[src/rtl/sync_downcount_pkg.sv]
// Shared types and parameter limits for the sync_downcount timer.
package sync_downcount_pkg;

  typedef enum logic {
    IDLE = 1'b0,
    RUN  = 1'b1
  } state_e;

  localparam int unsigned MIN_WIDTH = 1;
  localparam int unsigned MIN_DIV   = 1;

endpackage

[src/rtl/sync_downcount_if.sv]
// Control/status bundle between a controller and the sync_downcount timer.
interface sync_downcount_if #(
  parameter int unsigned WIDTH = 4
);
  logic             load;
  logic [WIDTH-1:0] load_val;
  logic             en;
  logic             reload;
  logic [WIDTH-1:0] q;
  logic             tc;
  logic             busy;

  modport master (
    output load, load_val, en, reload,
    input  q, tc, busy
  );

  modport slave (
    input  load, load_val, en, reload,
    output q, tc, busy
  );
endinterface

[src/rtl/sync_downcount_tick_gen.sv]
// Prescaler: emits a combinational tick on every DIV-th enabled cycle.
module sync_downcount_tick_gen #(
  parameter int unsigned DIV = 1
) (
  input  logic clk,
  input  logic rst,
  input  logic en,
  input  logic clear,
  output logic tick_c
);

  generate
    if (DIV <= 1) begin : g_bypass
      // Every enabled cycle is a tick; no prescaler state is needed.
      logic unused_tick;
      assign unused_tick = &{1'b0, clk, rst, clear};
      assign tick_c = en;
    end else begin : g_count
      localparam int unsigned CW = $clog2(DIV);

      logic [CW-1:0] cnt_q;

      assign tick_c = en && (cnt_q == CW'(DIV - 1));

      always_ff @(posedge clk) begin
        if (rst) begin
          cnt_q <= '0;
        end else if (clear) begin
          cnt_q <= '0;
        end else if (en) begin
          cnt_q <= tick_c ? '0 : cnt_q + CW'(1);
        end
      end
    end
  endgenerate

endmodule

[src/rtl/sync_downcount.sv]
// Loadable down-counter/timer with one-cycle terminal-count pulse and
// optional auto-reload for periodic operation.
module sync_downcount
  import sync_downcount_pkg::*;
#(
  parameter int unsigned WIDTH = 4,
  parameter int unsigned DIV   = 1
) (
  input  logic             clk,
  input  logic             rst,
  sync_downcount_if.slave  bus
);

  localparam int unsigned DIV_EFF = (DIV < MIN_DIV) ? MIN_DIV : DIV;
  localparam int unsigned W       = (WIDTH < MIN_WIDTH) ? MIN_WIDTH : WIDTH;

  state_e         state_q, state_d;
  logic [W-1:0]   q_q, q_d;
  logic [W-1:0]   rreg_q, rreg_d;
  logic           tc_q, tc_d;
  logic           busy_q;
  logic           presc_en_c;
  logic           tick_c;

  // Prescaler only advances while running and not being reloaded.
  assign presc_en_c = bus.en && (state_q == RUN) && !bus.load;

  sync_downcount_tick_gen #(
    .DIV (DIV_EFF)
  ) u_tick_gen (
    .clk    (clk),
    .rst    (rst),
    .en     (presc_en_c),
    .clear  (bus.load),
    .tick_c (tick_c)
  );

  always_ff @(posedge clk) begin
    if (rst) begin
      state_q <= IDLE;
      q_q     <= '0;
      rreg_q  <= '0;
      tc_q    <= 1'b0;
      busy_q  <= 1'b0;
    end else begin
      state_q <= state_d;
      q_q     <= q_d;
      rreg_q  <= rreg_d;
      tc_q    <= tc_d;
      busy_q  <= (state_d == RUN);
    end
  end

  // Load wins over a coincident tick; terminal tick either reloads or parks at 0.
  always_comb begin
    state_d = state_q;
    q_d     = q_q;
    rreg_d  = rreg_q;
    tc_d    = 1'b0;

    if (bus.load) begin
      q_d     = bus.load_val;
      rreg_d  = bus.load_val;
      state_d = (bus.load_val != '0) ? RUN : IDLE;
    end else begin
      case (state_q)
        RUN: begin
          if (tick_c) begin
            if (q_q > W'(1)) begin
              q_d = q_q - W'(1);
            end else begin
              tc_d = 1'b1;
              if (bus.reload) begin
                q_d = rreg_q;
              end else begin
                q_d     = '0;
                state_d = IDLE;
              end
            end
          end
        end
        default: ;
      endcase
    end
  end

  assign bus.q    = q_q;
  assign bus.tc   = tc_q;
  assign bus.busy = busy_q;

endmodule

[src/flat_wrapper.sv]
// flat-port wrapper written by rule: the top's interface ports become plain ports
module sync_downcount_flat import sync_downcount_pkg::*;
#(
  parameter int unsigned WIDTH = 4,
  parameter int unsigned DIV   = 1
)
  (clk, rst, bus_load, bus_load_val, bus_en, bus_reload, bus_q, bus_tc, bus_busy);
  sync_downcount_if #(.WIDTH(WIDTH)) bus_i ();
  input  logic clk;
  input  logic rst;
  input wire logic [$bits(bus_i.load)-1:0] bus_load;
  input wire logic [$bits(bus_i.load_val)-1:0] bus_load_val;
  input wire logic [$bits(bus_i.en)-1:0] bus_en;
  input wire logic [$bits(bus_i.reload)-1:0] bus_reload;
  output wire logic [$bits(bus_i.q)-1:0] bus_q;
  output wire logic [$bits(bus_i.tc)-1:0] bus_tc;
  output wire logic [$bits(bus_i.busy)-1:0] bus_busy;
  assign bus_i.load = bus_load;
  assign bus_i.load_val = bus_load_val;
  assign bus_i.en = bus_en;
  assign bus_i.reload = bus_reload;
  assign bus_q = bus_i.q;
  assign bus_tc = bus_i.tc;
  assign bus_busy = bus_i.busy;
  sync_downcount #(.WIDTH(WIDTH), .DIV(DIV)) u_core (.clk(clk), .rst(rst), .bus(bus_i));
endmodule
[config.mk]
export PLATFORM = sky130hd
export DESIGN_NAME = sync_downcount_flat
export DESIGN_NICKNAME = d
export VERILOG_FILES = /design/src/rtl/sync_downcount_pkg.sv /design/src/rtl/sync_downcount_if.sv /design/src/rtl/sync_downcount_tick_gen.sv /design/src/rtl/sync_downcount.sv /design/src/flat_wrapper.sv
export SDC_FILE = /design/constraint.sdc
export NUM_CORES = 1
export LEC_CHECK = 0
export BUFFER_PORTS_ARGS = -buffer_cell sky130_fd_sc_hd__buf_4
export CORE_AREA = 10 10 47 49
export CTS_BUF_LIST = sky130_fd_sc_hd__clkbuf_8
export CTS_CLUSTER_SIZE = 24
export DETAILED_ROUTE_END_ITERATION = 7
export DIE_AREA = 0 0 57 59
export GPL_ROUTABILITY_DRIVEN = 0
export GPL_TIMING_DRIVEN = 0
export HOLD_SLACK_MARGIN = 0.1
export PLACE_DENSITY = 0.7
export SLEW_MARGIN = 30
export SYNTH_ARGS = -nofsm -noshare
export SYNTH_HDL_FRONTEND = slang
export SYNTH_HIERARCHICAL = 1
export SYNTH_SLANG_ARGS = --single-unit
[constraint.sdc]
create_clock -name clk -period 4.05 [get_ports clk]
set_input_delay 0.405 -clock clk [delete_from_list [all_inputs] [get_ports clk]]
set_output_delay 0.405 -clock clk [all_outputs]
set_load 0.05 [all_outputs]
==> Word level (Yosys, flattened, before mapping) <==
Index checks and enable logic that the tools add are counted.
{ "classes": {"shifts": 0, "muxes": 12, "n_mul": 0, "n_reduce_logical": 8, "n_div": 0, "n_addsub": 1, "bitwise": 2, "order_cmp": 1, "n_eq_ne": 0} }
{ "op_table": {"columns": ["cell", "count"], "rows": [
  ["4-bit two-way mux", 5],
  ["1-bit two-way mux", 7],
  ["4-bit by 1-bit greater-than comparator with 1-bit output (second input constant)", 1],
  ["2-bit nonzero test", 2],
  ["4-bit nonzero test", 1],
  ["4-bit OR reduction", 1],
  ["4-bit by 1-bit subtractor with 4-bit output (second input constant)", 1],
  ["1-bit logical AND", 2],
  ["1-bit NOT", 2],
  ["2-bit AND reduction", 1],
  ["1-bit logical NOT", 1]
]} }
{ "totals": {"n_memories": 0, "out_inout_bits": 6, "ramBits": 0, "romBits": 0, "reg_bits": 10, "latchBits": 0} }

==> Longest topological paths before layout <==
Gate-level depths: netlist of run 1.
{ "logic_depth": {"depth_word": 5, "ltp_mapped": 8} }

==> Cells and area by module <==
Netlist of run 1, hierarchy kept.
{ "by_module_without_submodules": {"columns": ["module", "cells_each", "area_per_inst_um2", "instances"], "rows": [
  ["sync_downcount", 61, 541.8, 1],
  ["sync_downcount_tick_gen", 1, 7.5, 1]
]} }

==> Least setup slack after synthesis of run 1 <==
No wires, ideal clock.
{ "synth_timing": {"kind": "reg-to-reg", "startpoint": "register u_core.q_q[0] (netlist: u_core/bus.q[0])", "endpoint": "register u_core.q_q[0] (netlist: u_core/bus.q[0])", "slack_ns": 2.384, "stages_incl_launch_ff": 6, "setup_time_ns": 0.072, "required_time_ns": 3.978, "arrival_ns": 1.594, "path_buffers": 0, "cell_sequence": "dfxtp_1 -> inv_1 -> ha_1 -> o21ai_2 -> mux2i_1 -> o2bb2ai_1"} }
{ "synth_via": {"elab_chain_len": 5, "word_cells_on_any_way": 6, "classes_between": "add/sub: 1; order compare: 1; mux: 4"} }
{ "synth_lines": {"columns": ["item", "line_no", "source"], "rows": [
  ["start, declared", "sync_downcount.sv:18", "logic [W-1:0] q_q, q_d;"],
  ["start signal, assigned", "sync_downcount.sv:47", "q_q <= q_d;"],
  ["4-bit by 1-bit subtractor with 4-bit output or 4-bit by 1-bit greater-than comparator with 1-bit output (tied branches)", "sync_downcount.sv:70, sync_downcount.sv:69", null],
  ["4-bit two-way mux (*)", "sync_downcount.sv:69", "if (q_q > W'(1)) begin"],
  ["4-bit two-way mux (*)", "sync_downcount.sv:68", "if (tick_c) begin"],
  ["4-bit two-way mux (*)", "sync_downcount.sv:66", "case (state_q)"],
  ["4-bit two-way mux (*)", "sync_downcount.sv:61", "if (bus.load) begin"]
]} }
Every way passes the cells marked *; elsewhere a longest branch is shown, timed or not. The select of a mux whose other input is x is not followed.
A chain may end at the register's enable or synchronous reset.

==> Final worst setup path of run 1 <==
{ "layout_timing": {"startpoint": "input bus_load", "endpoint": "register u_core.q_q[3] (netlist: u_core/bus.q[3])"} }
{ "layout_via": {"elab_chain_len": 4, "word_cells_on_any_way": 6, "classes_between": "mux: 1; reduce/logical: 5"} }
{ "layout_lines": {"columns": ["item", "line_no", "source"], "rows": [
  ["start, declared", "flat_wrapper.sv:11", "input wire logic [$bits(bus_i.load)-1:0] bus_load;"],
  ["1-bit logical NOT", "sync_downcount.sv:26", "assign presc_en_c = bus.en && (state_q == RUN) && !bus.load;"],
  ["1-bit logical AND", "sync_downcount.sv:26", null],
  ["net u_core.presc_en_c", "sync_downcount.sv:22", "logic presc_en_c;"],
  ["2-bit nonzero test (no source line)", null, null],
  ["2-bit AND reduction (no source line)", null, null]
]} }
The timed path passes the listed nets, and every way through them passes these cells.

==> run metrics, run 1 <==
Clock Latency Late Sink 230 ps; multiplexer area fraction after synthesis 0.109; met1 Use GR 0.0813; Final Worst Setup Slack 2370 ps; I/O Buffers 13; Initial Util 0.392; fin. max-slew vios 0; first-pass iteration count of the detailed router 4; CP Class primary input to flop; Fill cells 149; share of the synthesized area in the top cell type 0.364; dpl cell area 667 um^2; die width 57 um; Post-CTS Setup Repair Bufs 0; number of nets in the layout 91; gr busiest metal met2; synthesis warning total 6; main combinational cell family by area after synthesis compound AO/OA/AOI/OAI gates; most frequent cells in the layout buf_4 (14), dfxtp_1 (10), mux2i_1 (6); Post-Syn Area per Cell 8.86 um^2; ANT nets after route 0; Compound-Gate Fraction of Synth Area 0.212; Sw Share 0.285; cell taking the most area after synthesis dfxtp_1; Slew HR 0.673; cts repair resizes 0; commonest non-fill, non-tap cell in the layout buf_4; # Max-Cap Violations 0; switching power of the nets 0.0767 mW; Netlist cell types 27; fin crit share 0.414; largest net degree at the start of global routing 11; Mapped Nets 73; vias in the first global route 502; critical path capture point type flop; Crit Path Max Fanout 10; clock share of power 0.377; htree depth 1; DR WL/cell 14.8 um; Syn-to-layout area delta 28.9%; share of cells above drive strength 1 0.321; CTS tree yes; Max clock buf depth 2; met2 global-route usage 0.143; internal power 0.193 mW; Diodes inserted 0; Vias/cell 5.61; Startpoint Class primary input; Power, Total 0.269 mW; Detailed Route Iter0 Violations 12; fmax 597 MHz; Post-CTS Hold Buffers 0; Global Route met3 Usage 0.0236; Hold/Removal Path Class primary input to flop; Row Count 14; Routed WL 1390 um; Clock transition at path regs 50 ps; Post-Synth XOR/XNOR Area 0; CP arrival 1830 ps; Setup WS pre-CTS 2190 ps; post-route cell area 708 um^2; Gate power share 0.213; root buffer cell clkbuf_8; flop-to-flop setup slack 2490 ps; final period demand of the worst path 1680 ps; Final setup viols 0; RSZ-0062 raised after global routing no; Num CTS Buffers 3; Fin. Hold Viols 0; synth top area cells dfxtp_1 (36%), mux2i_1 (11%), nor3_2 (5.5%), o2bb2ai_1 (4.8%), ha_1 (4.6%); Post-Synthesis Cells 62; clk_skew 8.42 ps; initial antenna violation count 0; power density over the cells 380 mW/mm^2; Max VDD drop 268 uV; Adder-Cell Fraction of Synth Area 0.0456; post-detail-place hpwl 1010 um; gr usage total 0.0793; multi-input logic area 318 um^2; status finished clean; setup TNS 0 ps; Sink Count 10; I/O Pins 15; Core Area 0.00140 mm^2; DR vias 527; Simple-Gate Fraction of Synth Area 0.212; Synth Cell Area 549 um^2; Flop pwr share 0.410; Leak Pwr 0.304 nW; DRC 0; DIE AREA 0.00336 mm^2; required time of the critical path 4210 ps; #FFs+latches synth 10; Die H 59 um; GRT overflow 0; slew of the pin with the lowest slew margin 490 ps; post-synthesis sequential area ratio 0.364; first-pass GRT wire length 2190 um; Sequential Area 200 um^2
## power groups by stage
stage	sequential [mW]	clock, mW	combinational [mW]
3_5_place_dp	0.112	0	0.0563
4_1_cts	0.110	0.102	0.0571
2_1_floorplan	0.121	0	0.0287
5_1_grt	0.111	0.108	0.0616
6_report	0.110	0.101	0.0575
3_3_place_gp	0.112	0	0.0557
## registers in the layout (all words and copies together), names as in the netlist
register and cells:
u_core/bus.q 4, u_core/rreg_q 4, u_core/bus.busy 1, u_core/bus.tc 1
## layer usage
metal / wire, um / part of all wire / vias up
met5: 0 / 0 / -
met3: 64 / 0.046 / 5
met4: 22 / 0.016 / 0
met2: 711 / 0.51 / 18
met1: 592 / 0.43 / 248
li1: - / - / 256
## through the flow
| stage | hold WS [ps] | std cells | utilization |
|---|---|---|---|
| after floorplan | 444 | 62 | - |
| after global routing | 445 | 94 | 0.505 |
| final | 439 | 94 | 0.505 |
| after detailed placement | 460 | 91 | 0.476 |
| after CTS | 442 | 94 | 0.505 |
| after global placement | 457 | 91 | 0.476 |
## logic make-up (layout without fill, tap and decap cells)
group | count (synthesis) | in the layout
mux | 6 | 6
buf+inv | 7 | 23
flops | 10 | 10
compound gates | 16 | 16
simple gates | 21 | 21
fa+ha+maj | 2 | 2
## synthesized netlist by cell type
master / count
ha_1: 2
inv_1: 3
nor2b_1: 2
nor3_2: 3
o211a_1: 1
nand2_2: 1
nand3_1: 2
a22oi_1: 3
nor2_1: 4
and3_1: 1
inv_2: 1
dfxtp_1: 10
a31oi_1: 1
clkbuf_1: 1
a21oi_1: 4
buf_4: 1
buf_2: 1
o41ai_1: 1
o21ai_1: 1
o311ai_1: 1
nor4_1: 1
nand2_1: 5
mux2i_1: 6
nor2_2: 1
nor3_1: 1
o2bb2ai_1: 3
o21ai_2: 1
## critical path, stage by stage
cell and delay [ps]:
buf_4 100, buf_2 240, inv_2 90, and3_1 150
buf_4 140, a21oi_1 250, a22oi_1 120, o211a_1 170
nor3_2 170
## cell type report
| class | instances | share of cell area |
|---|---|---|
| clock buffers | 3 | 0.0583 |
| flip-flops and latches | 10 | 0.283 |
| multi-input cells | 45 | 0.449 |
| inverters | 4 | 0.0212 |
| plain buffers | 3 | 0.0230 |
| repair buffers | 13 | 0.138 |
| well taps | 16 | 0.0283 |
## final timing paths
| check | startpoint | end | cells past startpoint |
|---|---|---|---|
| hold reg to reg | u_core/rreg_q[2]$_SDFFE_PP0P_ | u_core/rreg_q[2]$_SDFFE_PP0P_ | 2 |
| hold / removal | bus_load_val[0] | u_core/rreg_q[0]$_SDFFE_PP0P_ | 3 |
| setup reg to reg | u_core/bus.q[0]$_SDFFE_PP0P_ | u_core/bus.q[0]$_SDFFE_PP0P_ | 5 |
| setup / recovery | bus_load | u_core/bus.q[3]$_SDFFE_PP0P_ | 9 |
No activity file was read; power rests on OpenSTA's default activity.
==> run 2: changes to the inputs <==
- clock period: 4.05 -> 1.6 ns (I/O delays scaled with it)
==> run 2 against run 1 <==
  * Combinational power is 150% higher
  * Global-route usage shrank 0.13 points
  * Die area stayed put
  * Critical path type is now flop to flop
  * Critical endpoint is now u_core/bus.q[0]$_SDFFE_PP0P_
  * Largest power group unchanged
==> run metrics, run 2 (synthesis results as in run 1) <==
clk_skew 3.61 ps (-4.80 ps); Num CTS Buffers 3 (unchanged); Max clock buf depth 2 (unchanged); # Max-Cap Violations 0 (unchanged); Initial Util 0.392 (unchanged); CTS tree yes; Final Non-Filler Cells 94 (unchanged); met2 global-route usage 0.112 (-0.0310); Sequential Area 204 um^2 (+1.9%); Fill cells 144 (-3.4%); CP Class flop to flop; Clock Latency Late Sink 230 ps (about the same); first-pass GRT wire length 2100 um (-4.1%); Leak Pwr 0.304 nW (+0.32%); Core Area 0.00140 mm^2 (unchanged); required time of the critical path 1750 ps (-2460 ps); DR WL/cell 12.8 um (-13%); Crit Path Max Fanout 6 (-4); gr busiest metal met2; largest net degree at the start of global routing 11 (unchanged); power density over the cells 943 mW/mm^2 (+150%); root buffer cell clkbuf_8; first-pass iteration count of the detailed router 4 (unchanged); Global Route met3 Usage 0.0258 (+0.00215); most frequent cells in the layout buf_4 (14), dfxtp_1 (7), mux2i_1 (6); share of cells above drive strength 1 0.359 (+0.0385); I/O Pins 15 (unchanged); status finished clean; htree depth 1 (unchanged); Fin. Hold Viols 0 (unchanged); CP arrival 1540 ps (-290 ps); commonest non-fill, non-tap cell in the layout buf_4; DR vias 501 (-4.9%); ANT nets after route 0 (unchanged); multi-input logic area 318 um^2 (unchanged); gr usage total 0.0780 (-0.00127); GRT overflow 0 (unchanged); Vias/cell 5.33 (-4.9%); I/O Buffers 13 (unchanged); flop-to-flop setup slack 210 ps (-2280 ps); initial antenna violation count 0 (unchanged); Routed WL 1210 um (-13%); fin crit share 0.869; fin. max-slew vios 0 (unchanged); RSZ-0062 raised after global routing no; slew of the pin with the lowest slew margin 490 ps (+0.182 ps); Clock transition at path regs 40 ps (about the same); vias in the first global route 466 (-7.2%); Post-CTS Setup Repair Bufs 0 (unchanged); die width 57 um (unchanged); Sink Count 10 (unchanged); Post-CTS Hold Buffers 0 (unchanged); Max VDD drop 525 uV (+96%); number of nets in the layout 91 (unchanged); post-detail-place hpwl 981 um (-2.5%); final period demand of the worst path 1390 ps; setup TNS 0 ps (unchanged); Syn-to-layout area delta 29.6%; DRC 0 (unchanged); Row Count 14 (unchanged); DIE AREA 0.00336 mm^2 (unchanged); Diodes inserted 0 (unchanged); Hold/Removal Path Class primary input to flop; Detailed Route Iter0 Violations 10 (-2); Slew HR 0.673 (about the same); Cells after DPL 91 (unchanged); critical path capture point type flop; cts repair resizes 0 (unchanged); Startpoint Class flop; Die H 59 um (unchanged); fmax 719 MHz; met1 Use GR 0.0934 (+0.0121); Min Hold Slack 191 ps (-248 ps); Final setup viols 0 (unchanged)
run 2: cell types whose count changed in the layout (fill, tap and decap cells not counted):
| cell | before | now |
|---|---|---|
| dfxtp_1 | 10 | 7 |
| dfxtp_2 | 0 | 3 |
run 2: layer usage:
metal	part of all wire	vias to the layer above
met2	0.47	13
met1	0.47	226
met5	0	-
met4	0.0091	0
li1	-	260
met3	0.058	2
run 2: critical path: stages (launching register included):
cell       delay [ps]
dfxtp_2           380
inv_1              60
ha_1              250
o21ai_2           300
mux2i_1           220
o2bb2ai_1         120
run 2: final timing paths:
check | start | to | cells past startpoint
setup / recovery | u_core/bus.q[0]$_SDFFE_PP0P_ | u_core/bus.q[0]$_SDFFE_PP0P_ | 5
hold / removal | bus_load_val[0] | u_core/rreg_q[0]$_SDFFE_PP0P_ | 3
setup reg to reg | u_core/bus.q[0]$_SDFFE_PP0P_ | u_core/bus.q[0]$_SDFFE_PP0P_ | 5
hold reg to reg | u_core/rreg_q[2]$_SDFFE_PP0P_ | u_core/rreg_q[2]$_SDFFE_PP0P_ | 2
run 2: report_power, final:
group	internal [mW]	switching (mW)	leakage, nW	total (mW)
clock	0.164	0.0863	0.0216	0.250
sequential	0.265	0.0152	0.0833	0.280
combinational	0.0596	0.0820	0.200	0.142
total	0.488	0.184	0.304	0.672
run 2: per-stage QoR:
step	power (mW)	setup WS (ps)	util	cell area, um^2
final	0.672	209	0.508	712
after global placement	0.425	36.7	0.479	671
after detailed placement	0.427	29.7	0.479	671
after CTS	0.679	193	0.508	712
after global routing	0.716	57.3	0.508	712
after floorplan	0.381	140	-	553
run 2: final cells by class:
class | count | share of cell area
multi-input cells | 45 | 0.446
flip-flops and latches | 10 | 0.286
inverters | 4 | 0.0211
clock buffers | 3 | 0.0580
plain buffers | 3 | 0.0228
repair buffers | 13 | 0.137
well taps | 16 | 0.0281
